<file path="src/rtl/key_scan_driver.sv">
// key_scan_driver: walks every WIDTH-bit pattern in ascending order into an
// external combinational checker, samples its match output after a settle
// window and accumulates hit count, first hit and last hit.
// Optional feature macro: STOP_ON_FIRST_HIT_EN ends the scan on the first hit.
module key_scan_driver #(
  parameter int WIDTH  = 8,
  parameter int SETTLE = 2   // 1..15
) (
  input  logic             clk,
  input  logic             rst,
  input  logic             start,
  input  logic             abort,
  input  logic             match_in,
  output logic [WIDTH-1:0] pat_out,
  output logic             pat_valid,
  output logic             busy,
  output logic             done,
  output logic             aborted,
  output logic [WIDTH:0]   hit_count,
  output logic [WIDTH-1:0] first_hit,
  output logic [WIDTH-1:0] last_hit,
  output logic             hit_valid
);

  typedef enum logic [1:0] {IDLE, DRIVE, SAMPLE, DONE} state_t;

  localparam logic [WIDTH-1:0] PAT_MAX  = '1;
  localparam logic [WIDTH-1:0] PAT_ONE  = {{(WIDTH-1){1'b0}}, 1'b1};
  localparam logic [WIDTH:0]   HIT_ONE  = {{WIDTH{1'b0}}, 1'b1};
  localparam logic [3:0]       CNT_LAST = 4'(SETTLE - 1);

  state_t     state, state_nx;
  logic [3:0] cnt;
  logic       hit_stop;

`ifdef STOP_ON_FIRST_HIT_EN
  assign hit_stop = match_in;
`else
  assign hit_stop = 1'b0;
`endif

  assign busy      = (state == DRIVE) || (state == SAMPLE);
  assign pat_valid = busy;
  assign done      = (state == DONE);

  // state register
  always_ff @(posedge clk) begin
    if (rst) state <= IDLE;
    else     state <= state_nx;
  end

  // next-state: abort beats everything except reset; the last pattern,
  // or a stopping hit, ends the scan from SAMPLE
  always_comb begin
    state_nx = state;
    case (state)
      IDLE:   if (start) state_nx = DRIVE;
      DRIVE:  if (abort) state_nx = DONE;
              else if (cnt == CNT_LAST) state_nx = SAMPLE;
      SAMPLE: if (abort || hit_stop || (pat_out == PAT_MAX)) state_nx = DONE;
              else state_nx = DRIVE;
      DONE:   state_nx = IDLE;
      default: state_nx = IDLE;
    endcase
  end

  // datapath: pattern/settle counters and result accumulation
  always_ff @(posedge clk) begin
    if (rst) begin
      pat_out   <= '0;
      cnt       <= '0;
      hit_count <= '0;
      first_hit <= '0;
      last_hit  <= '0;
      hit_valid <= 1'b0;
      aborted   <= 1'b0;
    end else begin
      case (state)
        IDLE: begin
          if (start) begin
            pat_out   <= '0;
            cnt       <= '0;
            hit_count <= '0;
            first_hit <= '0;
            last_hit  <= '0;
            hit_valid <= 1'b0;
            aborted   <= 1'b0;
          end
        end
        DRIVE: begin
          cnt <= cnt + 4'd1;
          if (abort) aborted <= 1'b1;
        end
        SAMPLE: begin
          // a sample coinciding with abort still counts
          if (match_in) begin
            hit_count <= hit_count + HIT_ONE;
            last_hit  <= pat_out;
            if (!hit_valid) first_hit <= pat_out;
            hit_valid <= 1'b1;
          end
          if (abort) aborted <= 1'b1;
          // pattern only advances when the scan continues, so it never wraps
          if (state_nx == DRIVE) begin
            pat_out <= pat_out + PAT_ONE;
            cnt     <= '0;
          end
        end
        default: ;  // DONE: hold everything
      endcase
    end
  end

endmodule

</file>
<file path="config.mk">
export PLATFORM = sky130hd
export DESIGN_NAME = key_scan_driver
export DESIGN_NICKNAME = d
export VERILOG_FILES = /design/src/rtl/key_scan_driver.sv
export SDC_FILE = /design/constraint.sdc
export NUM_CORES = 1
export LEC_CHECK = 0
export ABC_AREA = 0
export CAP_MARGIN = 10
export CORE_UTILIZATION = 54
export DETAILED_ROUTE_END_ITERATION = 16
export PLACE_DENSITY = 0.84
export SKIP_LAST_GASP = 1
export SLEW_MARGIN = 10
export SYNTH_ARGS = -nofsm -noshare
export SYNTH_HDL_FRONTEND = slang
export SYNTH_SLANG_ARGS = --single-unit
</file>
<file path="constraint.sdc">
create_clock -name clk -period 4.5 [get_ports clk]
set_input_delay 1.35 -clock clk [delete_from_list [all_inputs] [get_ports clk]]
set_output_delay 1.35 -clock clk [all_outputs]
set_load 0.005 [all_outputs]
</file>
[After elaboration in Yosys (flattened, before gate mapping)]
Cells that the tools add are included.
Word-level totals
  flip-flop bits (word level): 41
Cells by class
  add/sub/neg operators: 3
  equality and inequality tests: 11
  mux-type cells: 24
  reduce and logical (&&, ||, !) cells: 12
Operator list (number)
  $pmux 8 s2: 3
  $mux 8: 5
  $mux 9: 2
  $pmux 9 s2: 1
  $pmux 4 s3: 1
  $reduce_and 3->1: 4
  $add 9x1->9 const B: 1
  $add 8x1->8 const B: 1
  $eq 8x8->1 const B: 1
  $mux 2: 4
  $mux 4: 2
  $pmux 2 s4: 1
  $ne 2x2->1 const B: 3
  $add 4x1->4 const B: 1
  $eq 2x1->1 const B: 2
  $eq 2x2->1 const B: 2
  $eq 4x1->1 const B: 1
  $ne 2x1->1 const B: 2
  $pmux 1 s2: 2
  $reduce_and 4->1: 1
  $reduce_bool 2->1: 2
  $mux 1: 3
  $reduce_bool 3->1: 1
  $logic_not 2->1: 1
  other kinds (2): 3

[Depth between registers and ports, before layout]
Gate-level depths: netlist of the first run.
  depth after elaboration: 7
  gate-level depth with buffers: 8
  mapped depth without buffers: 7

[Least setup slack after synthesis of the first run]
No wires, ideal clock.
  kind: input to register
  start point: in abort
  end point: reg pat_out[5]
  setup time: 0.070 ns
  arrival time: 2.484 ns
  data required time: 4.430 ns
  slack: 1.946 ns
  stages on the path: 5
  buffers on the path: 0
  path through: nor2_1 a21oi_2 o31a_1 or4b_1 a21oi_1
On the way
  word-level cells in the longest chain between the ends: 6
  elaborated cells between the ends (all ways): 7
  classes of those cells: eq/ne (2); mux (3); reduce/logical (2)
RTL lines
  start: declaration: line 12  | input logic abort,
  $logic_or 1x1->1: line 60  | SAMPLE: if (abort || hit_stop || (pat_out == PAT_MAX)) state_nx = DONE;
  $mux 2: line 60
  $pmux 2 s4 *: line 56  | case (state)
  $eq 2x1->1 *: line 104  | if (state_nx == DRIVE) begin
  $ne 2x1->1 (no source line) *
  $reduce_and 3->1 (no source line) *
  end signal: assignment: line 105  | pat_out <= pat_out + PAT_ONE;
  end: declaration: line 14  | output logic [WIDTH-1:0] pat_out,
Mark *: on every way between the ends. The rest lies on a longest branch, timed or not.
A chain may end at the register's enable or synchronous reset.

[Final worst setup path of the first run]
  start point: reg state[1]
  end point: out pat_valid
On the way
  word-level cells in the longest chain between the ends: 2
  elaborated cells between the ends (all ways): 3
  classes of those cells: eq/ne (2); reduce/logical (1)
RTL lines
  start: declaration: line 32  | state_t state, state_nx;
  start signal: assignment: line 49  | else state <= state_nx;
  $eq 2x1->1 / $eq 2x2->1 (equally long branches): line 42  | assign busy = (state == DRIVE) || (state == SAMPLE);
  $logic_or 1x1->1 *: line 42
  end: declaration: line 15  | output logic pat_valid,
Marked as above.

==> reports/qor.csv, run 1 <==
stage,metric,value,unit
yosys,Yosys top cell area share,41.4,%
clock_tree,CTS H-tree lvls,2,
yosys,"count leader, synth",dfxtp_1,
global_route,gr ovfl total,0,
worst_setup_path,startpoint types,register,
yosys,Post-Syn Nets,250,
clock_tree,Root Driver,clkbuf_4,
final_layout,n_diodes,0,
clock_tree,clock slew at reported path FFs,120,ps
worst_setup_path,CP startpoint,state[1],
yosys,Post-synth EDFFs,0,
timing,final-report hold violation count,0,
timing,# setup viols final,0,
final_layout,Filler cells,288,
worst_setup_path,r2r setup slk,1610,ps
flow_run,maxcap violations,0,
yosys,Mapped Area,0.00198,mm²
floorplan,I/O pin count,43,
yosys,synth unique cells,44,
route,DRC,0,
worst_setup_path,CP endpoint kind,output port,
yosys,commonest cells in the synthesized netlist,"41 x dfxtp_1, 25 x nand2_1, 22 x a21oi_1, 20 x nand3_1, 20 x nor2_1",
placement,cell area after placement,0.00241,mm²
global_route,initial antenna violation count,0,
clock_tree,TritonCTS clock tree,yes,
final_layout,Layout Nets,287,
global_route,vias in the first global route,1590,
clock_tree,deepest clock path buffer count,2,
final_layout,layout cells sized above 1,6.55,%
timing,Setup Skew,15.1,ps
yosys,register area share after synthesis,41.4,%
global_route,GRT Util Overall,23.6,%
route,DR vias,1775,
worst_setup_path,CP Class,reg2out,
yosys,Cells after Synth,237,
final_layout,multi-input logic area,0.00108,mm²
yosys,mean post-synth cell area,8.37,µm²
route,Initial DRT Pass Iterations,4,
worst_setup_path,worst r2r src,state[1],
worst_setup_path,Reg2Reg Depth,6,
clock_tree,CTS buffer count,5,
route,post-route ant nets,0,
power_and_ir_drop,Pwr Density,276,mW/mm²
worst_setup_path,worst-path maximum fanout,5,
placement,port bufs,42,
placement,DP HPWL,3.06,mm
floorplan,full die area,0.00392,mm²
floorplan,die width,62.6,µm
global_route,largest net degree at the start of global routing,34,
yosys,"Warnings, synthesis",0,
yosys,asr flop ratio synth,0,%
route,vias per inst,5.53,
worst_setup_path,required time of the critical path,3150,ps
final_layout,area delta synth->final,23.8,%
worst_setup_path,"Arr. time, crit path",1700,ps
timing,Pins Over Slew Limit,0,
timing,Fmax achieved,328,MHz
yosys,Synth area leader,dfxtp_1,
floorplan,Core Region,0.00342,mm²
power_and_ir_drop,leakage dissipation,0.849,nW
yosys,Synth Flop Type,dfxtp_1,
final_layout,FF+latch area,821,µm²
route,Wirelength per Cell,13.6,µm
floorplan,Initial Util,58.1,%
final_layout,Finished Cell Area,0.00246,mm²
clock_tree,CTS sink cnt,41,
floorplan,Die Ht,62.6,µm
worst_setup_path,worst setup path endpoint,pat_valid,
yosys,Synth area leaders,"dfxtp_1 41%, a21oi_1 5.5%, ha_1 5.0%, nand3_1 5.0%, nand2_1 4.7%",
clock_tree,setup repair bufs after CTS,0,
clock_tree,"Hold-fix buffers, CTS",0,
outcome,status,completed,
timing,RSZ-0062 raised after global routing,no,
hold_path,HP Class,reg2reg,
route,Post-Route WL,4.36,mm
timing,Period minus WS final,3050,ps
yosys,Synth Register Bits,41,
clock_tree,Skew-Pair Late Insertion Delay,350,ps
placement,RD Place Congestion,0.777,
timing,slew at the pin closest to its max-slew limit,1020,ps
worst_setup_path,r2r endpoint,hit_count[3],
route,initial drt markers,97,
timing,Post-Route Setup TNS,0,ps
floorplan,site row count,21,
power_and_ir_drop,Max VDD drop,191,µV
clock_tree,cts repair resizes,0,
timing,fin crit share,67.7,%
global_route,first-pass GRT wire length,7.30,mm
timing,max_slew headroom,32.3,%
## worst max-delay path, stage by stage (launching register included)
cell             delay, ps
dfxtp_1                430
inv_1                   90
ha_1                   320
clkdlybuf4s50_1        510
## through the flow
stage,worst slack (ps),util [%],hold slack (ps),cells,power (mW)
after floorplan,1950,-,448,237,0.476
final,1450,71.9,461,321,0.677
after global placement,1260,70.4,441,313,0.505
after global routing,1350,71.9,490,321,0.710
after CTS,1430,71.9,462,321,0.681
after detailed placement,1200,70.4,445,313,0.507
## worst min path at each step
stage                 from     endpoint  slack, ps  depth (start not counted)
6_report       last_hit[2]  last_hit[2]        460                          2
3_5_place_dp   last_hit[1]  last_hit[1]        450                          2
2_1_floorplan  last_hit[6]  last_hit[6]        450                          2
4_1_cts        last_hit[1]  last_hit[1]        460                          2
3_3_place_gp   last_hit[6]  last_hit[6]        440                          2
5_1_grt        last_hit[2]  last_hit[2]        490                          2
## cell type report
class	count	share of cell area (%)
multi-input combinational	178	44.0
clock inverter	2	0.407
tap	46	2.34
sequential	41	33.4
clock buffer	6	1.68
timing repair buffer	43	17.4
inverter	5	0.764
## placed cells by master, fill, tap and decap left out, drive strengths merged, types with 2 or more instances in the layout
| master | count |
|---|---|
| inv | 5 |
| xor2 | 2 |
| o21bai | 2 |
| clkdlybuf4s50 | 42 |
| or3 | 4 |
| dfxtp | 41 |
| a31oi | 3 |
| xnor2 | 2 |
| nand3 | 21 |
| or2 | 3 |
| a32o | 2 |
| nor3 | 5 |
| o21ai | 10 |
| nor2 | 20 |
| mux2i | 2 |
| or4b | 2 |
| nand3b | 3 |
| nand2 | 25 |
| and3 | 4 |
| clkinv | 2 |
| or3b | 2 |
| and2 | 6 |
| nand2b | 3 |
| a21oi | 24 |
| nor2b | 3 |
| clkbuf | 6 |
| ha | 8 |
| nor3b | 3 |
| a22oi | 8 |
| nor4b | 2 |
## metal layers
| layer | vias up | wire length, µm | global-route usage (%) |
|---|---|---|---|
| li1 | 908 | - | - |
| met1 | 818 | 2060 | 29.5 |
| met2 | 42 | 2050 | 40.2 |
| met3 | 7 | 182 | 3.47 |
| met4 | 0 | 61 | 10.5 |
| met5 | - | 0 | 0 |
## registers in the layout, summed over array words and instances (netlist names)
signal     flops
aborted        1
pat_out        8
hit_valid      1
first_hit      8
hit_count      9
cnt            4
state          2
last_hit       8
## report_power, final
group | switching (mW) | leakage, nW | total [mW] | internal, mW
Sequential | 0.00786 | 0.331 | 0.377 | 0.369
Clock | 0.117 | 0.0320 | 0.177 | 0.0596
Combinational | 0.0731 | 0.486 | 0.123 | 0.0498
## logic make-up after synthesis
| kind of cell | Yosys count | synth area share, % |
|---|---|---|
| fa+ha+maj | 8 | 5.04 |
| simple gates | 110 | 30.0 |
| mux | 2 | 1.01 |
| compound gates | 54 | 16.7 |
| flops | 41 | 41.4 |
| buf+inv | 18 | 4.16 |
| xor+xnor | 4 | 1.77 |
No activity file was read; power rests on OpenSTA's default activity.
==> inputs of run 2 (changes only) <==
- CORE_UTILIZATION: 54 -> 50
- PLACE_DENSITY: 0.84 -> 0.79
- clock period: 4.5 -> 3.08 ns (I/O delays scaled with it)
==> reports/qor.csv, run 2 (same netlist as run 1, synthesis figures left out) <==
stage,metric,value,unit
timing,Setup Skew,9.07,ps
route,initial drt markers,125,
worst_setup_path,CP Class,in2reg,
timing,fin crit share,82.9,%
clock_tree,cts repair resizes,0,
global_route,gr ovfl total,0,
clock_tree,CTS sink cnt,41,
power_and_ir_drop,logic gate share of total power,15.5,%
clock_tree,deepest clock path buffer count,2,
clock_tree,setup repair bufs after CTS,0,
power_and_ir_drop,internal power,0.880,mW
timing,Fmax achieved,392,MHz
power_and_ir_drop,Max VDD drop,331,µV
clock_tree,clock slew at reported path FFs,80,ps
final_layout,"Most flops, register",hit_count,
global_route,GRT Util Overall,22.4,%
floorplan,Die Ht,65,µm
floorplan,I/O pin count,43,
timing,Post-Route Setup TNS,0,ps
global_route,vias in the first global route,1638,
worst_setup_path,"Arr. time, crit path",2780,ps
worst_setup_path,required time of the critical path,3310,ps
clock_tree,CTS H-tree lvls,2,
flow_run,maxcap violations,0,
final_layout,layout cells sized above 1,7.22,%
final_layout,area delta synth->final,28.0,%
placement,port bufs,42,
route,Post-Route WL,4.50,mm
global_route,first-pass GRT wire length,7.37,mm
final_layout,Layout Nets,289,
hold_path,HP Class,reg2reg,
power_and_ir_drop,switching pwr,0.307,mW
power_and_ir_drop,Seq pwr share,46.4,%
floorplan,site row count,22,
power_and_ir_drop,Pwr Total,1.19,mW
floorplan,full die area,0.00423,mm²
power_and_ir_drop,Sw Share,25.9,%
route,DRC,0,
final_layout,Largest register FFs,9,
worst_setup_path,startpoint types,primary input,
floorplan,Core Region,0.00374,mm²
power_and_ir_drop,Pwr Density,467,mW/mm²
clock_tree,Skew-Pair Late Insertion Delay,290,ps
timing,# setup viols final,0,
outcome,status,completed,
route,vias per inst,5.60,
worst_setup_path,worst-path maximum fanout,13,
final_layout,most frequent cells in the layout,"42 x clkdlybuf4s50_1, 41 x dfxtp_1, 25 x nand2_1",
global_route,initial antenna violation count,0,
power_and_ir_drop,Clk pwr share,38.1,%
clock_tree,TritonCTS clock tree,yes,
timing,final-report hold violation count,0,
clock_tree,Root Driver,clkbuf_8,
timing,RSZ-0062 raised after global routing,no,
floorplan,die width,65,µm
final_layout,Filler cells,350,
final_layout,n_diodes,0,
timing,tightest hold margin,453,ps
route,post-route ant nets,0,
route,Initial DRT Pass Iterations,4,
timing,max_slew headroom,59.6,%
timing,Period minus WS final,2550,ps
clock_tree,CTS buffer count,5,
worst_setup_path,CP endpoint kind,register,
final_layout,"commonest non-fill, non-tap cell in the layout",clkdlybuf4s50_1,
floorplan,Initial Util,53.0,%
timing,slew at the pin closest to its max-slew limit,599,ps
route,DR vias,1820,
global_route,largest net degree at the start of global routing,36,
clock_tree,"Hold-fix buffers, CTS",0,
placement,DP HPWL,3.00,mm
timing,Pins Over Slew Limit,0,
placement,RD Place Congestion,0.774,
power_and_ir_drop,leakage dissipation,0.886,nW
route,Wirelength per Cell,13.9,µm
## run 2: cell types whose count changed in the layout (fill, tap and decap cells not counted)
cell / change
clkbuf_4: -5
buf_4: +2
clkinv_2: -2
clkbuf_8: +6
bufinv_16: +1
## run 2: power groups by stage
| stage | registers [mW] | logic [mW] | clock network [mW] |
|---|---|---|---|
| 5_1_grt | 0.553 | 0.202 | 0.478 |
| 3_3_place_gp | 0.563 | 0.181 | 0 |
| 4_1_cts | 0.550 | 0.185 | 0.454 |
| 2_1_floorplan | 0.561 | 0.135 | 0 |
| 6_report | 0.550 | 0.184 | 0.452 |
| 3_5_place_dp | 0.563 | 0.184 | 0 |
## run 2: worst paths after layout
check,slack [ps],end,from,depth (start not counted)
hold reg to reg,450,last_hit[7],last_hit[7],2
setup / recovery,530,pat_out[5],abort,6
setup reg to reg,690,pat_out[5],state[0],7
hold / removal,450,last_hit[7],last_hit[7],2
## run 2: cell type report
cell class / count / area (µm²) / share of cell area [%]
Timing Repair Buffer: 45 / 443 / 17.4
Multi-Input combinational cell: 178 / 1080 / 42.6
Clock buffer: 7 / 86.3 / 3.40
Sequential cell: 41 / 821 / 32.3
Inverter: 5 / 18.8 / 0.739
Clock inverter: 1 / 30.0 / 1.18
Tap cell: 48 / 60.1 / 2.36
## run 2: critical path: stages
cell and delay [ps]:
clkdlybuf4s50_1 470, a21oi_2 180, a21oi_2 60, o31a_1 450, or4b_1 550, a21oi_1 140
## run 2: stage by stage
stage,util [%],std cells,area [µm²],setup slack [ps]
after floorplan,-,237,1980,952
after global placement,64.7,317,2420,285
after detailed placement,64.7,317,2420,226
after CTS,67.8,325,2540,528
after global routing,67.8,325,2540,432
final,67.8,325,2540,528
## run 2: metal layers
| metal | vias up | wire length (µm) | GRT usage (%) |
|---|---|---|---|
| met1 | 858 | 2260 | 29.2 |
| li1 | 918 | - | - |
| met3 | 4 | 200 | 4.93 |
| met2 | 40 | 2020 | 36.8 |
| met5 | - | 0 | 0 |
| met4 | 0 | 23 | 6.39 |
==> inputs of run 3 (changes only) <==
- CORE_UTILIZATION: 50 -> 45
- PLACE_DENSITY: 0.79 -> 0.75
- clock period: 3.08 -> 2.23 ns (I/O delays scaled with it)
==> reports/qor.csv, run 3 (same netlist as run 1, synthesis figures left out) <==
stage,metric,value,unit
outcome,status,completed,
clock_tree,"Hold-fix buffers, CTS",0,
timing,# setup viols final,0,
final_layout,Finished Cell Area,0.00268,mm²
route,Post-Route WL,4.68,mm
worst_setup_path,CP Class,reg2out,
worst_setup_path,Crit path max-delay family,buffers and inverters,
power_and_ir_drop,leakage dissipation,0.974,nW
final_layout,layout cells sized above 1,13.4,%
worst_setup_path,crit-path cells,"inv_1, ha_4, clkdlybuf4s50_1",
timing,Setup Skew,6.90,ps
worst_setup_path,required time of the critical path,1560,ps
final_layout,most frequent cells in the layout,"40 x dfxtp_1, 40 x clkdlybuf4s50_1, 25 x nand2_1",
final_layout,n_diodes,0,
flow_run,maxcap violations,0,
worst_setup_path,CP endpoint kind,output port,
hold_path,hold wc startpoint,last_hit[0],
timing,final-report hold violation count,0,
global_route,gr ovfl total,0,
global_route,GRT Util Overall,22.4,%
final_layout,"Most flops, register",hit_count,
power_and_ir_drop,Max VDD drop,402,µV
clock_tree,deepest clock path buffer count,2,
worst_setup_path,Buf/Inv on CP,2,
worst_setup_path,worst-path maximum fanout,5,
route,post-route ant nets,0,
route,Initial DRT Pass Iterations,5,
hold_path,WHS Endpoint,last_hit[0],
final_layout,Filler cells,346,
global_route,initial antenna violation count,0,
clock_tree,Root Driver,clkbuf_8,
timing,slew at the pin closest to its max-slew limit,560,ps
placement,DP HPWL,3.38,mm
worst_setup_path,CP max stage delay,490,ps
final_layout,Largest register FFs,9,
worst_setup_path,Reg2Reg Depth,9,
floorplan,I/O pin count,43,
final_layout,multi-input logic area,0.00110,mm²
route,vias per inst,5.53,
worst_setup_path,startpoint types,register,
worst_setup_path,worst r2r src,state[0],
clock_tree,clock slew at reported path FFs,80,ps
global_route,largest net degree at the start of global routing,29,
floorplan,Die Ht,68.4,µm
placement,cell area after placement,0.00256,mm²
power_and_ir_drop,Pwr Total,1.66,mW
worst_setup_path,r2r setup slk,200,ps
hold_path,WHS Path Cells,2,
floorplan,site row count,23,
floorplan,full die area,0.00468,mm²
floorplan,die width,68.4,µm
worst_setup_path,"Max stage delay cell, worst path",clkdlybuf4s50_1,
route,Wirelength per Cell,13.7,µm
route,DR vias,1891,
floorplan,Initial Util,48.2,%
worst_setup_path,r2r endpoint,pat_out[2],
floorplan,Core Region,0.00412,mm²
route,initial drt markers,85,
route,DRC,0,
power_and_ir_drop,Pwr Density,619,mW/mm²
placement,Place WS,-221,ps
hold_path,HP Class,reg2reg,
final_layout,Layout Nets,305,
timing,Pins Over Slew Limit,0,
timing,max_slew headroom,62.5,%
global_route,vias in the first global route,1759,
global_route,first-pass GRT wire length,7.87,mm
timing,Period minus WS final,2180,ps
clock_tree,CTS H-tree lvls,2,
clock_tree,TritonCTS clock tree,yes,
clock_tree,CTS sink cnt,41,
worst_setup_path,"Arr. time, crit path",1510,ps
timing,final setup margin,53.1,ps
placement,RD Place Congestion,0.767,
final_layout,area delta synth->final,35.2,%
clock_tree,Skew-Pair Late Insertion Delay,290,ps
clock_tree,CTS buffer count,5,
final_layout,FF+latch area,825,µm²
placement,port bufs,42,
timing,Fmax achieved,459,MHz
timing,fin crit share,97.6,%
## run 3: cell types whose count changed in the layout (fill, tap and decap cells not counted)
cell / previous run / this run
buf_4: 3 / 18
clkdlybuf4s50_1: 42 / 40
ha_1: 8 / 6
buf_12: 0 / 1
clkbuf_1: 1 / 0
clkbuf_8: 6 / 5
clkinv_2: 0 / 1
dfxtp_1: 41 / 40
dfxtp_4: 0 / 1
dlygate4sd2_1: 0 / 1
dlymetal6s2s_1: 0 / 1
ha_2: 0 / 1
ha_4: 0 / 1
## run 3: stage by stage
| step | cells | utilization (%) | TNS (ps) | hold WS, ps |
|---|---|---|---|---|
| 2_1_floorplan | 237 | - | 0 | 448 |
| 3_3_place_gp | 335 | 62.2 | -1210 | 442 |
| 3_5_place_dp | 335 | 62.2 | -1500 | 446 |
| 4_1_cts | 342 | 64.8 | 0 | 456 |
| 5_1_grt | 342 | 65.2 | -11.6 | 475 |
| 6_report | 342 | 65.2 | 0 | 454 |
## run 3: worst max path at each step
stage	start	endpoint	slack [ps]	depth (start not counted)
3_5_place_dp	abort	pat_out[2]	-220	7
3_3_place_gp	abort	pat_out[2]	-180	7
5_1_grt	state[1]	busy	-10	3
4_1_cts	state[1]	busy	6	3
2_1_floorplan	state[0]	pat_out[5]	340	7
6_report	state[1]	busy	50	3
## run 3: worst reg2reg max path, delay by kind of cell (launching register included)
kind	cells	cell delay, ps
simple gates	3	490
flops	1	340
buf+inv	3	430
compound gates	2	460
fa+ha+maj	1	240
## run 3: power breakdown
part	total [mW]	switching (mW)	internal, mW
clock network	0.580	0.255	0.325
logic	0.322	0.166	0.156
registers	0.757	0.0130	0.744
## run 3: what timing repair did
item                                    in CTS  in global routing
endpoints found under the setup margin       2                  2
resized for setup                            3                  3
hold endpoints to repair                     0                  0
gates cloned                                 0                  0
pin swaps                                    0                  2
setup buffers                                0                  0
## run 3: area by class of cell
class / instances / share of cell area [%]
inverters: 5 / 0.700
clock buffers: 5 / 2.57
clock inverters: 2 / 1.31
multi-input cells: 178 / 40.9
well taps: 50 / 2.33
flip-flops and latches: 41 / 30.7
repair buffers: 61 / 21.5
## run 3: layer usage
metal | up-vias | part of all wire (%) | track usage [%] | routed length, µm
li1 | 949 | - | - | -
met1 | 895 | 47 | 27.8 | 2190
met2 | 40 | 48 | 37.4 | 2230
met3 | 7 | 4.2 | 4.67 | 195
met4 | 0 | 1.5 | 9.11 | 69
met5 | - | 0 | 0 | 0
==> RTL edit 1: new RTL, settings of run 3 <==
Build with the macro `STOP_ON_FIRST_HIT_EN` defined.
--- a/src/rtl/key_scan_driver.sv
+++ b/src/rtl/key_scan_driver.sv
@@ -3,4 +3,6 @@
 // window and accumulates hit count, first hit and last hit.
 // Optional feature macro: STOP_ON_FIRST_HIT_EN ends the scan on the first hit.
+`define STOP_ON_FIRST_HIT_EN
+
 module key_scan_driver #(
   parameter int WIDTH  = 8,
Check against the original RTL: not equivalent (Yosys sat finds a counterexample within 10 cycles, from zero or initial values and one cycle with rst high).
==> RTL edit 1 against run 3 <==
- clock skew decreased by 3.6 ps
- setup slack gained 30 ps
- largest power group unchanged
- sequential power is 1% higher
- register-to-register slack lost 20 ps
- sequential cell count is the same
- maximum frequency up 1.4%
- first-iteration DRC count up 72%
- highest routed layer unchanged
- total power rose by 4.1%
- cell area increased by 2.5%
- largest cell class unchanged
- non-clock buffer count is 7 higher
- wire length rose by 3.7%
- area after synthesis is 1.3% higher
- core utilization increased by 1.1 points
- critical path type is now in2reg
- clock power shrank 9.1%
==> RTL edit 1: results (changes against run 3) <==
status completed; Net Sw Frac 0.2993 (+0.03817); mux share of post-synthesis cell area 0.02054 (+0.01045); Synth Area in Compound Gates 0.1917 (+0.02457); Pwr Density 628.6 nW/um2 (+1.6%); adder-cell share of the synthesized area 0.04978 (-0.0006592); dpl hpwl 3380 um (about the same); maximum vdd ir drop 0.4388 mV (+9.2%); Slew @ Worst Pin 558.5 ps (-1.973 ps); Via density 5.458 (-1.3%); met2 WL 2291 um (+2.7%); Worst Setup EP pat_out[5]$_SDFFE_PP0P_; Final Cell Area 2749 um2 (+2.5%); share of post-route cells with drive strength above 1 0.1494 (+0.01579); Achievable Freq 0.4658 GHz (+1.4%); WL met1 2268 um (+3.8%); GRT met2 Usage 0.3604 (-0.01334); GR Layer Usage met1 0.2905 (+0.01223); pin count of the biggest net entering global routing 28 (-3.4%); Largest delay share family, worst path compound AO/OA/AOI/OAI gates; # port buffers 42 (unchanged); Synth top cells by count dfxtp_1 (41), nand2_1 (26), nor2_1 (26); synth top area cells dfxtp_1 (41%), a21oi_1 (5.7%), nand3_1 (5.2%), ha_1 (5.0%), nand2_1 (4.9%); Synth Area in XOR/XNOR 0.008712 (-0.008943); GR Util met3 0.05757 (+0.01090); vias in the first global route 1,785 (+1.5%); first-pass GRT wire length 7976 um (+1.4%); reg2reg path depth 7 (-2); Post-DP Area 2600 um2 (+1.6%); Clock Power Share 0.305 (-0.045); gp weighted congestion 0.8207 (+7.0%); gr usage total 0.2256 (+0.001361); syn nets 261 (+4.4%); met3 wire len 225 um (+15%); top routing layer in use met4; drt pass-1 iters 4 (-1); Crit. Startpoint match_in; count of cell types in the netlist 45 (+2.3%); Slowest-stage cell, CP or4_1; Worst Path Max Fanout 7 (+2); Final Net Count 320 (+4.9%); post-synthesis sequential area ratio 0.4082 (-0.005405); seq pwr 0.765 mW (+1%); leakage 1.008 nW (+3.6%); clk_skew 3.286 ps (-3.618 ps); R2R Setup Slk 180 ps (-20 ps); fill count 370 (+6.9%); Iter 0 DRT Violations 146 (+72%); Critical Path AT 2380 ps (+870 ps); dpl ws -305.1 ps (-84.47 ps)
-- RTL edit 1: worst min-delay path by stage --
stage	from	end	slack, ps
2_1_floorplan	last_hit[6]$_SDFFE_PP0P_	last_hit[6]$_SDFFE_PP0P_	450
3_3_place_gp	last_hit[2]$_SDFFE_PP0P_	last_hit[2]$_SDFFE_PP0P_	440
3_5_place_dp	last_hit[4]$_SDFFE_PP0P_	last_hit[4]$_SDFFE_PP0P_	450
4_1_cts	last_hit[1]$_SDFFE_PP0P_	last_hit[1]$_SDFFE_PP0P_	460
5_1_grt	last_hit[4]$_SDFFE_PP0P_	last_hit[4]$_SDFFE_PP0P_	490
6_report	last_hit[1]$_SDFFE_PP0P_	last_hit[1]$_SDFFE_PP0P_	460
-- RTL edit 1: per-stage QoR --
| stage | hold WS (ps) | setup TNS, ps | cells |
|---|---|---|---|
| after floorplan | 448.3 | 0 | 248 |
| after global placement | 439.9 | -2855 | 349 |
| after detailed placement | 448.5 | -3268 | 349 |
| after CTS | 459.7 | 0 | 358 |
| after global routing | 487.2 | -4.169 | 358 |
| final | 458.0 | 0 | 358 |
-- RTL edit 1: layout make-up --
| class | count | share of cell area |
|---|---|---|
| inverter | 6 | 0.008193 |
| tap | 50 | 0.02276 |
| sequential | 41 | 0.3004 |
| multi-input combinational | 185 | 0.4069 |
| clock inverter | 2 | 0.005007 |
| clock buffer | 6 | 0.03004 |
| timing repair buffer | 68 | 0.2267 |
-- RTL edit 1: repair_timing --
| item | in CTS | in global routing |
|---|---|---|
| hold buffers | 0 | 0 |
| buffers inserted | 1 | 0 |
| endpoints found under the setup margin | 3 | 12 |
| pin swaps | 1 | 2 |
| gates resized for setup | 4 | 8 |
==> RTL edit 2: new RTL, flow settings as in run 3 <==
Without the edit above. Register the outputs `pat_valid` and `done`, with the module's reset; this adds one clock of latency there. The other outputs are not delayed to match.
--- a/src/rtl/key_scan_driver.sv
+++ b/src/rtl/key_scan_driver.sv
@@ -41,6 +41,13 @@
 
   assign busy      = (state == DRIVE) || (state == SAMPLE);
-  assign pat_valid = busy;
-  assign done      = (state == DONE);
+  always_ff @(posedge clk) begin
+    if (rst) begin
+      pat_valid <= '0;
+      done      <= '0;
+    end else begin
+      pat_valid <= busy;
+      done      <= (state == DONE);
+    end
+  end
 
   // state register
Check against the original RTL: not equivalent (a bounded check fails within 4 cycles, from zero or initial values and one cycle with rst high).
==> RTL edit 2 against run 3 <==
- total power is 3.3% higher
- cell area is 3.7% higher
- clock power is 7.8% higher
- area after synthesis is 4.6% higher
- sequential cell count is 2 higher
- die area is 4.5% higher
- setup slack worse by 31 ps
- wire length is 5.9% higher
- critical path type unchanged
- largest cell class unchanged
- highest routed layer unchanged
==> RTL edit 2: results (changes against run 3) <==
Synth top cells by count dfxtp_1 (43), nor2_1 (33), a21oi_1 (28); first-pass GRT wire length 8466 um (+7.6%); leakage 1.004 nW (+3.1%); # placed instances 349 (+4.2%); dpl hpwl 3518 um (+4.2%); pin count of the biggest net entering global routing 25 (-14%); gr usage total 0.2150 (-0.009246); fin cells 357 (+4.4%); Post-DP Area 2656 um2 (+3.8%); met3 wire len 308 um (+58%); status completed; mux share of post-synthesis cell area 0.01989 (+0.009803); Critical Path AT 1540 ps (+30 ps); clk_skew 7.707 ps (+0.8032 ps); drt pass-1 iters 4 (-1); Via density 5.510 (-0.35%); syn nets 261 (+4.4%); Slew @ Worst Pin 512.8 ps (-47.67 ps); dpl ws -175.2 ps (+45.41 ps); count of cell types in the netlist 48 (+9.1%); post-synthesis sequential area ratio 0.4147 (+0.001088); share of post-route cells with drive strength above 1 0.1344 (+0.0008646); synth top area cells dfxtp_1 (41%), a21oi_1 (6.8%), nor2_1 (6.0%), ha_1 (4.8%), nand2_1 (4.5%); adder-cell share of the synthesized area 0.04822 (-0.002220); met2 WL 2243 um (+0.58%); maximum vdd ir drop 0.3705 mV (-7.8%); Synth Area in XOR/XNOR 0.008439 (-0.009216); gp weighted congestion 0.9046 (+18%); Final Net Count 317 (+3.9%)
-- RTL edit 2: area by class of cell --
type                       count  area, um2
timing repair buffer          60      568.0
tap                           52      65.06
inverter                       9      33.78
multi-input combinational    185       1131
fill                         385       1603
clock inverter                 2      35.03
clock buffer                   6      82.58
sequential                    43      865.8
-- RTL edit 2: where the power goes --
part | total [mW] | internal [mW] | switching, mW
sequential | 0.796 | 0.781 | 0.0149
clock | 0.625 | 0.362 | 0.262
combinational | 0.294 | 0.140 | 0.154
total | 1.71 | 1.28 | 0.431
-- RTL edit 2: logic make-up after synthesis --
logic type	count (synthesis)
fa+ha+maj	8
compound gates	61
simple gates	110
buf+inv	20
flops	43
xor+xnor	2
mux	4
-- RTL edit 2: final timing paths --
check                                start                       end  slack [ps]
hold / removal    last_hit[3]$_SDFFE_PP0P_  last_hit[3]$_SDFFE_PP0P_         460
setup reg to reg       state[0]$_SDFF_PP0_       cnt[3]$_SDFFE_PP0P_         240
hold reg to reg   last_hit[3]$_SDFFE_PP0P_  last_hit[3]$_SDFFE_PP0P_         460
setup / recovery       state[0]$_SDFF_PP0_                      busy          20
-- RTL edit 2: layer usage --
| layer | global-route usage | vias to the layer above |
|---|---|---|
| met2 | 0.3301 | 55 |
| li1 | - | 976 |
| met5 | 0 | - |
| met4 | 0.06667 | 0 |
| met3 | 0.05051 | 11 |
| met1 | 0.2999 | 925 |
-- RTL edit 2: repair_timing --
item | CTS | global route
setup buffers | 0 | 0
hold buffers | 0 | 0
setup endpoints to repair | 1 | 4
gates resized for setup | 2 | 2
pin swaps | 0 | 0
cloned | 0 | 0
-- RTL edit 2: tightest hold or removal path, stage by stage (launching register included) --
cell and delay [ps]:
dfxtp_1 310, nand2_1 50, a21oi_1 50
